$ cat src/rtl/sqrt_recon_if.sv
// rtl/sqrt_recon_if.sv - operand/result bundle between a sqrt-result source and the reconstructor
interface sqrt_recon_if #(
    parameter int N = 16
);
    logic           start;
    logic [N-1:0]   root;
    logic [N:0]     reminder;
    logic           busy;
    logic           complete;
    logic [2*N-1:0] a;
    logic           range_err;

    modport master (
        output start, root, reminder,
        input  busy, complete, a, range_err
    );

    modport slave (
        input  start, root, reminder,
        output busy, complete, a, range_err
    );
endinterface

$ cat src/rtl/sqrt_recon.sv
// rtl/sqrt_recon.sv - rebuilds a = root*root + reminder with a bit-serial shift-add multiplier
module sqrt_recon #(
    parameter int N = 16
) (
    input  logic       clk_i,
    input  logic       rst_i,
    sqrt_recon_if.slave bus
);
    localparam int CW = $clog2(N) + 1;

    typedef enum logic [1:0] {
        S_IDLE = 2'd0,
        S_MUL  = 2'd1,
        S_ADD  = 2'd2,
        S_DONE = 2'd3
    } state_t;

    state_t          state_q, state_d;
    logic [N-1:0]    mcand_q, mcand_d;
    logic [N-1:0]    mplier_q, mplier_d;   // also serves as the latched root for the range test
    logic [N:0]      rem_q, rem_d;
    logic [2*N-1:0]  acc_q, acc_d;
    logic [CW-1:0]   cnt_q, cnt_d;
    logic [2*N-1:0]  a_q, a_d;
    logic            err_q, err_d;

    // State and datapath registers; reset wins over any operation in flight
    always_ff @(posedge clk_i) begin
        if (rst_i) begin
            state_q  <= S_IDLE;
            mcand_q  <= '0;
            mplier_q <= '0;
            rem_q    <= '0;
            acc_q    <= '0;
            cnt_q    <= '0;
            a_q      <= '0;
            err_q    <= 1'b0;
        end else begin
            state_q  <= state_d;
            mcand_q  <= mcand_d;
            mplier_q <= mplier_d;
            rem_q    <= rem_d;
            acc_q    <= acc_d;
            cnt_q    <= cnt_d;
            a_q      <= a_d;
            err_q    <= err_d;
        end
    end

    // Next state: accept in IDLE/DONE, one multiplier bit per MUL cycle, final add in ADD
    always_comb begin
        state_d  = state_q;
        mcand_d  = mcand_q;
        mplier_d = mplier_q;
        rem_d    = rem_q;
        acc_d    = acc_q;
        cnt_d    = cnt_q;
        a_d      = a_q;
        err_d    = err_q;
        unique case (state_q)
            S_IDLE, S_DONE: begin
                if (bus.start) begin
                    mcand_d  = bus.root;
                    mplier_d = bus.root;
                    rem_d    = bus.reminder;
                    acc_d    = '0;
                    cnt_d    = '0;
                    state_d  = S_MUL;
                end
            end
            S_MUL: begin
                if (mcand_q[0]) begin
                    acc_d = acc_q + ({{N{1'b0}}, mplier_q} << cnt_q);
                end
                mcand_d = mcand_q >> 1;
                cnt_d   = cnt_q + 1'b1;
                if (cnt_q == CW'(N - 1)) begin
                    state_d = S_ADD;
                end
            end
            S_ADD: begin
                // An illegal remainder may carry out of 2N bits; the wrap is intentional
                a_d     = acc_q + {{(N-1){1'b0}}, rem_q};
                err_d   = rem_q > {mplier_q, 1'b0};
                state_d = S_DONE;
            end
            default: state_d = S_IDLE;
        endcase
    end

    assign bus.busy      = (state_q == S_MUL) || (state_q == S_ADD);
    assign bus.complete  = (state_q == S_DONE);
    assign bus.a         = a_q;
    assign bus.range_err = err_q;
endmodule

$ cat src/flat_wrapper.sv
// flat-port wrapper written by rule: the top's interface ports become plain ports
module sqrt_recon_flat 
#(
    parameter int N = 16
)
  (clk_i, rst_i, bus_start, bus_root, bus_reminder, bus_busy, bus_complete, bus_a, bus_range_err);
  sqrt_recon_if #(.N(N)) bus_i ();
  input  logic clk_i;
  input  logic rst_i;
  input wire logic [$bits(bus_i.start)-1:0] bus_start;
  input wire logic [$bits(bus_i.root)-1:0] bus_root;
  input wire logic [$bits(bus_i.reminder)-1:0] bus_reminder;
  output wire logic [$bits(bus_i.busy)-1:0] bus_busy;
  output wire logic [$bits(bus_i.complete)-1:0] bus_complete;
  output wire logic [$bits(bus_i.a)-1:0] bus_a;
  output wire logic [$bits(bus_i.range_err)-1:0] bus_range_err;
  assign bus_i.start = bus_start;
  assign bus_i.root = bus_root;
  assign bus_i.reminder = bus_reminder;
  assign bus_busy = bus_i.busy;
  assign bus_complete = bus_i.complete;
  assign bus_a = bus_i.a;
  assign bus_range_err = bus_i.range_err;
  sqrt_recon #(.N(N)) u_core (.clk_i(clk_i), .rst_i(rst_i), .bus(bus_i));
endmodule
$ cat config.mk
export PLATFORM = sky130hd
export DESIGN_NAME = sqrt_recon_flat
export DESIGN_NICKNAME = d
export VERILOG_FILES = /design/src/rtl/sqrt_recon_if.sv /design/src/rtl/sqrt_recon.sv /design/src/flat_wrapper.sv
export SDC_FILE = /design/constraint.sdc
export NUM_CORES = 1
export LEC_CHECK = 0
export ABC_AREA = 1
export BUFFER_PORTS_ARGS = -buffer_cell sky130_fd_sc_hd__buf_2
export CAP_MARGIN = 20
export CORE_AREA = 2 2 171 173
export CTS_CLUSTER_DIAMETER = 100
export DETAILED_ROUTE_END_ITERATION = 10
export DIE_AREA = 0 0 173 175
export GPL_ROUTABILITY_DRIVEN = 0
export PLACE_DENSITY = 0.48
export SLEW_MARGIN = 10
export SYNTH_ARGS = -nofsm -noshare
export SYNTH_HDL_FRONTEND = slang
export SYNTH_SLANG_ARGS = --single-unit
$ cat constraint.sdc
create_clock -name clk_i -period 4.3 [get_ports clk_i]
set_input_delay 0 -clock clk_i [delete_from_list [all_inputs] [get_ports clk_i]]
set_output_delay 0 -clock clk_i [all_outputs]
set_load 0.01 [all_outputs]
==> impl_metrics.env <==
export IMPL_use_met3_pct=2.68
export IMPL_cts_sinks=121
export IMPL_synth_ff_type="dfxtp_1"
export IMPL_wl_per_cell_um=16.3
export IMPL_clk_pin_slew_ns=0.07
export IMPL_top_usage_layer="met2"
export IMPL_use_met2_pct=37.3
export IMPL_status="complete, no violations"
export IMPL_clock_path_buffers=2
export IMPL_ys_types=48
export IMPL_netlist_top_cells_count="nand2_1, nor2_1, inv_1, a21oi_1, dfxtp_1"
export IMPL_area_growth_pct=16.3
export IMPL_yosysMostFrequentCell="nand2_1"
export IMPL_hpwl_mm=24.8
export IMPL_core_area_um2=28400
export IMPL_critical_path_cell_chain="inv_2 > o21ai_1 > o21ai_0 > o21ai_0 > o22ai_1 > ha_1 > nand2_1 > nor2_1 > inv_1 > o21bai_1 > nor2_1 > nand2_1 > nand2_1 > nand3_1 > a21oi_1"
export IMPL_worst_path_most_repeated_cell="nand2_1"
export IMPL_nNetsFinal=1680
export IMPL_worst_path_buf_inv=2
export IMPL_grt_start_max_net_pins=69
export IMPL_skew_ns=0.00961
export IMPL_start_kind="register"
export IMPL_fmax_ghz=0.290
export IMPL_die_h_um=175
export IMPL_internal_power_uw=3100
export IMPL_maxCapViolCount=0
export IMPL_power_density_nw_per_um2=540
export IMPL_firstDrtPassIters=7
export IMPL_total_power_uw=5850
export IMPL_period_needed_ns=3.45
export IMPL_rsz0062_at_grt="no"
export IMPL_drc=0
export IMPL_p_leak_uw=0.00501
export IMPL_synth_area_top_cells="dfxtp_1, nand2_1, ha_1, nor2_1, a21oi_1"
export IMPL_wl_mm=32.0
export IMPL_final_cell_area_um2=10800
export IMPL_die_x_um=173
export IMPL_grt_ovfl_total=0
export IMPL_tightest_slew_ns=0.991
export IMPL_worstPathArrival_ns=3.74
export IMPL_p_sw_share_pct=47.0
export IMPL_switching_power_uw=2750
export IMPL_numCtsBuffers=17
export IMPL_io_pins=71
export IMPL_sequentialPowerShare_pct=29.1
export IMPL_tns_ns=0
export IMPL_post_route_period_util_pct=80.2
export IMPL_fin_util_pct=38.1
export IMPL_yosysTopAreaCellShare_pct=26.0
export IMPL_synth_edff_count=0
export IMPL_drive_above_1_share_pct=10.5
export IMPL_drv_slew=0
export IMPL_worst_ir_drop_vdd_mv=0.342
export IMPL_avgSynthCellArea_um2=6.23
export IMPL_use_met1_pct=26.7
export IMPL_hp_class="in -> reg"
export IMPL_rows=62
export IMPL_critPathRequiredTime_ns=4.59
export IMPL_synth_top_area_cell="dfxtp_1"
export IMPL_yosys_warnings=0
export IMPL_pwr_share_comb_pct=47.2
export IMPL_path_class="reg -> reg"
export IMPL_hold_viol_final=0
export IMPL_ant_nets=0
export IMPL_clk_insertion_delay_late_ns=0.44
export IMPL_cp_slowest_cell="dfxtp_1"
export IMPL_drtIter0Drc=777
export IMPL_slew_headroom_pct=33.9
export IMPL_worst_path_largest_cell_delay_ns=0.69
export IMPL_synth_nets=1603
export IMPL_yosysSeqAreaShare_pct=26.0
export IMPL_critical_path_max_fanout=20
export IMPL_dieArea_um2=30300
export IMPL_groute_usage_overall_pct=21.1
export IMPL_initial_core_util_pct=32.8
export IMPL_cp_end_kind="register"
export IMPL_path_delay_family="compound AO/OA/AOI/OAI gates"
export IMPL_antenna_found_initial=0
export IMPL_clockRootBuffer="clkbuf_16"
export IMPL_dpl_cell_area_um2=9940
export IMPL_async_reset_ff_share_pct=0
export IMPL_ys_seq_elements=121
export IMPL_setup_viol=0
export IMPL_ctsResizeCount=0
export IMPL_via_per_inst=4.99
export IMPL_num_antenna_cells=0
export IMPL_grt_pass1_wl_mm=50.2
export IMPL_io_buffers=70
export IMPL_p_clk_share_pct=23.6
export IMPL_h_tree_depth=4
export IMPL_cts_tree="yes"
export IMPL_synth_area_um2=9310
export IMPL_synth_cells=1495
export IMPL_vias=9834
export IMPL_post_cts_buffers=0
export IMPL_grt_pass1_vias=9224
==> state kept, by name, summed over array words and instances, names as in the netlist <==
signal,cells
u_core.acc_q,32
u_core.bus.a,32
u_core.rem_q,17
u_core.mcand_q,16
u_core.mplier_q,16
u_core.cnt_q,5
u_core.state_q,2
u_core.bus.range_err,1
==> tightest hold or removal path, stage by stage <==
cell	delay [ns]
buf_2	0.10
inv_1	0.05
nand2_1	0.04
o21ai_0	0.10
nand2_1	0.08
a21oi_1	0.05
==> placed cells by master (no fill, tap or decap), types with 18 or more instances in the layout <==
master and n:
a21oi_1 122, inv_1 162, dlygate4sd3_1 33, buf_2 70, nor3_1 26, nor2_1 197
ha_1 69, nand2_1 370, a31oi_1 18, nand3_1 88, o21ai_1 26, o21ai_0 113
dfxtp_1 121
==> through the flow <==
step	setup WS [ns]	hold WS [ns]	instances
floorplan	1.63	0.145	1495
global placement	0.952	0.254	1904
detailed placement	0.930	0.258	1904
CTS	0.913	0.0130	1969
global route	0.499	0.0905	1969
finish	0.850	0.0371	1969
==> final cells by class <==
class / instances / area [µm²]
tap: 384 / 480
clock inverter: 14 / 114
multi-input combinational: 1149 / 5970
timing repair buffer: 113 / 756
sequential: 121 / 2420
clock buffer: 18 / 439
fill: 3139 / 17600
inverter: 170 / 641
==> final timing paths <==
check	from	endpoint	slack, ns	depth (start not counted)
max	u_core.cnt_q[1]	u_core.acc_q[26]	0.85	15
max reg2reg	u_core.cnt_q[1]	u_core.acc_q[26]	0.85	15
min	bus_start	u_core.state_q[1]	0.04	6
min reg2reg	u_core.mcand_q[15]	u_core.mcand_q[15]	0.47	2
==> cells by family after synthesis <==
logic type / count (synthesis) / share of synthesized area [%]
flip-flops: 121 / 26.0
buffers and inverters: 225 / 9.87
AO/OA/AOI/OAI: 334 / 20.2
multiplexers: 1 / 0.108
adder cells (fa/ha/maj): 72 / 9.84
XOR/XNOR: 15 / 1.41
AND/OR/NAND/NOR: 727 / 32.5
==> power groups by stage <==
| stage | Clock, µW | Combinational [µW] | Sequential, µW |
|---|---|---|---|
| floorplan | 0 | 2000 | 1670 |
| global placement | 0 | 2740 | 1720 |
| detailed placement | 0 | 2750 | 1730 |
| CTS | 1420 | 2790 | 1700 |
| global route | 1460 | 3140 | 1740 |
| finish | 1380 | 2760 | 1700 |
==> layer usage <==
metal / routed length [µm] / share of wire, %
met1: 14800 / 46
met2: 15600 / 49
met3: 1020 / 3.2
met4: 630 / 2.0
met5: 0 / 0
==> repair_timing <==
action | CTS | global route
hold endpoints to repair | 47 | 0
setup endpoints to repair | 0 | 0
hold buffers | 33 | 0
No activity file was read; power rests on OpenSTA's default activity.
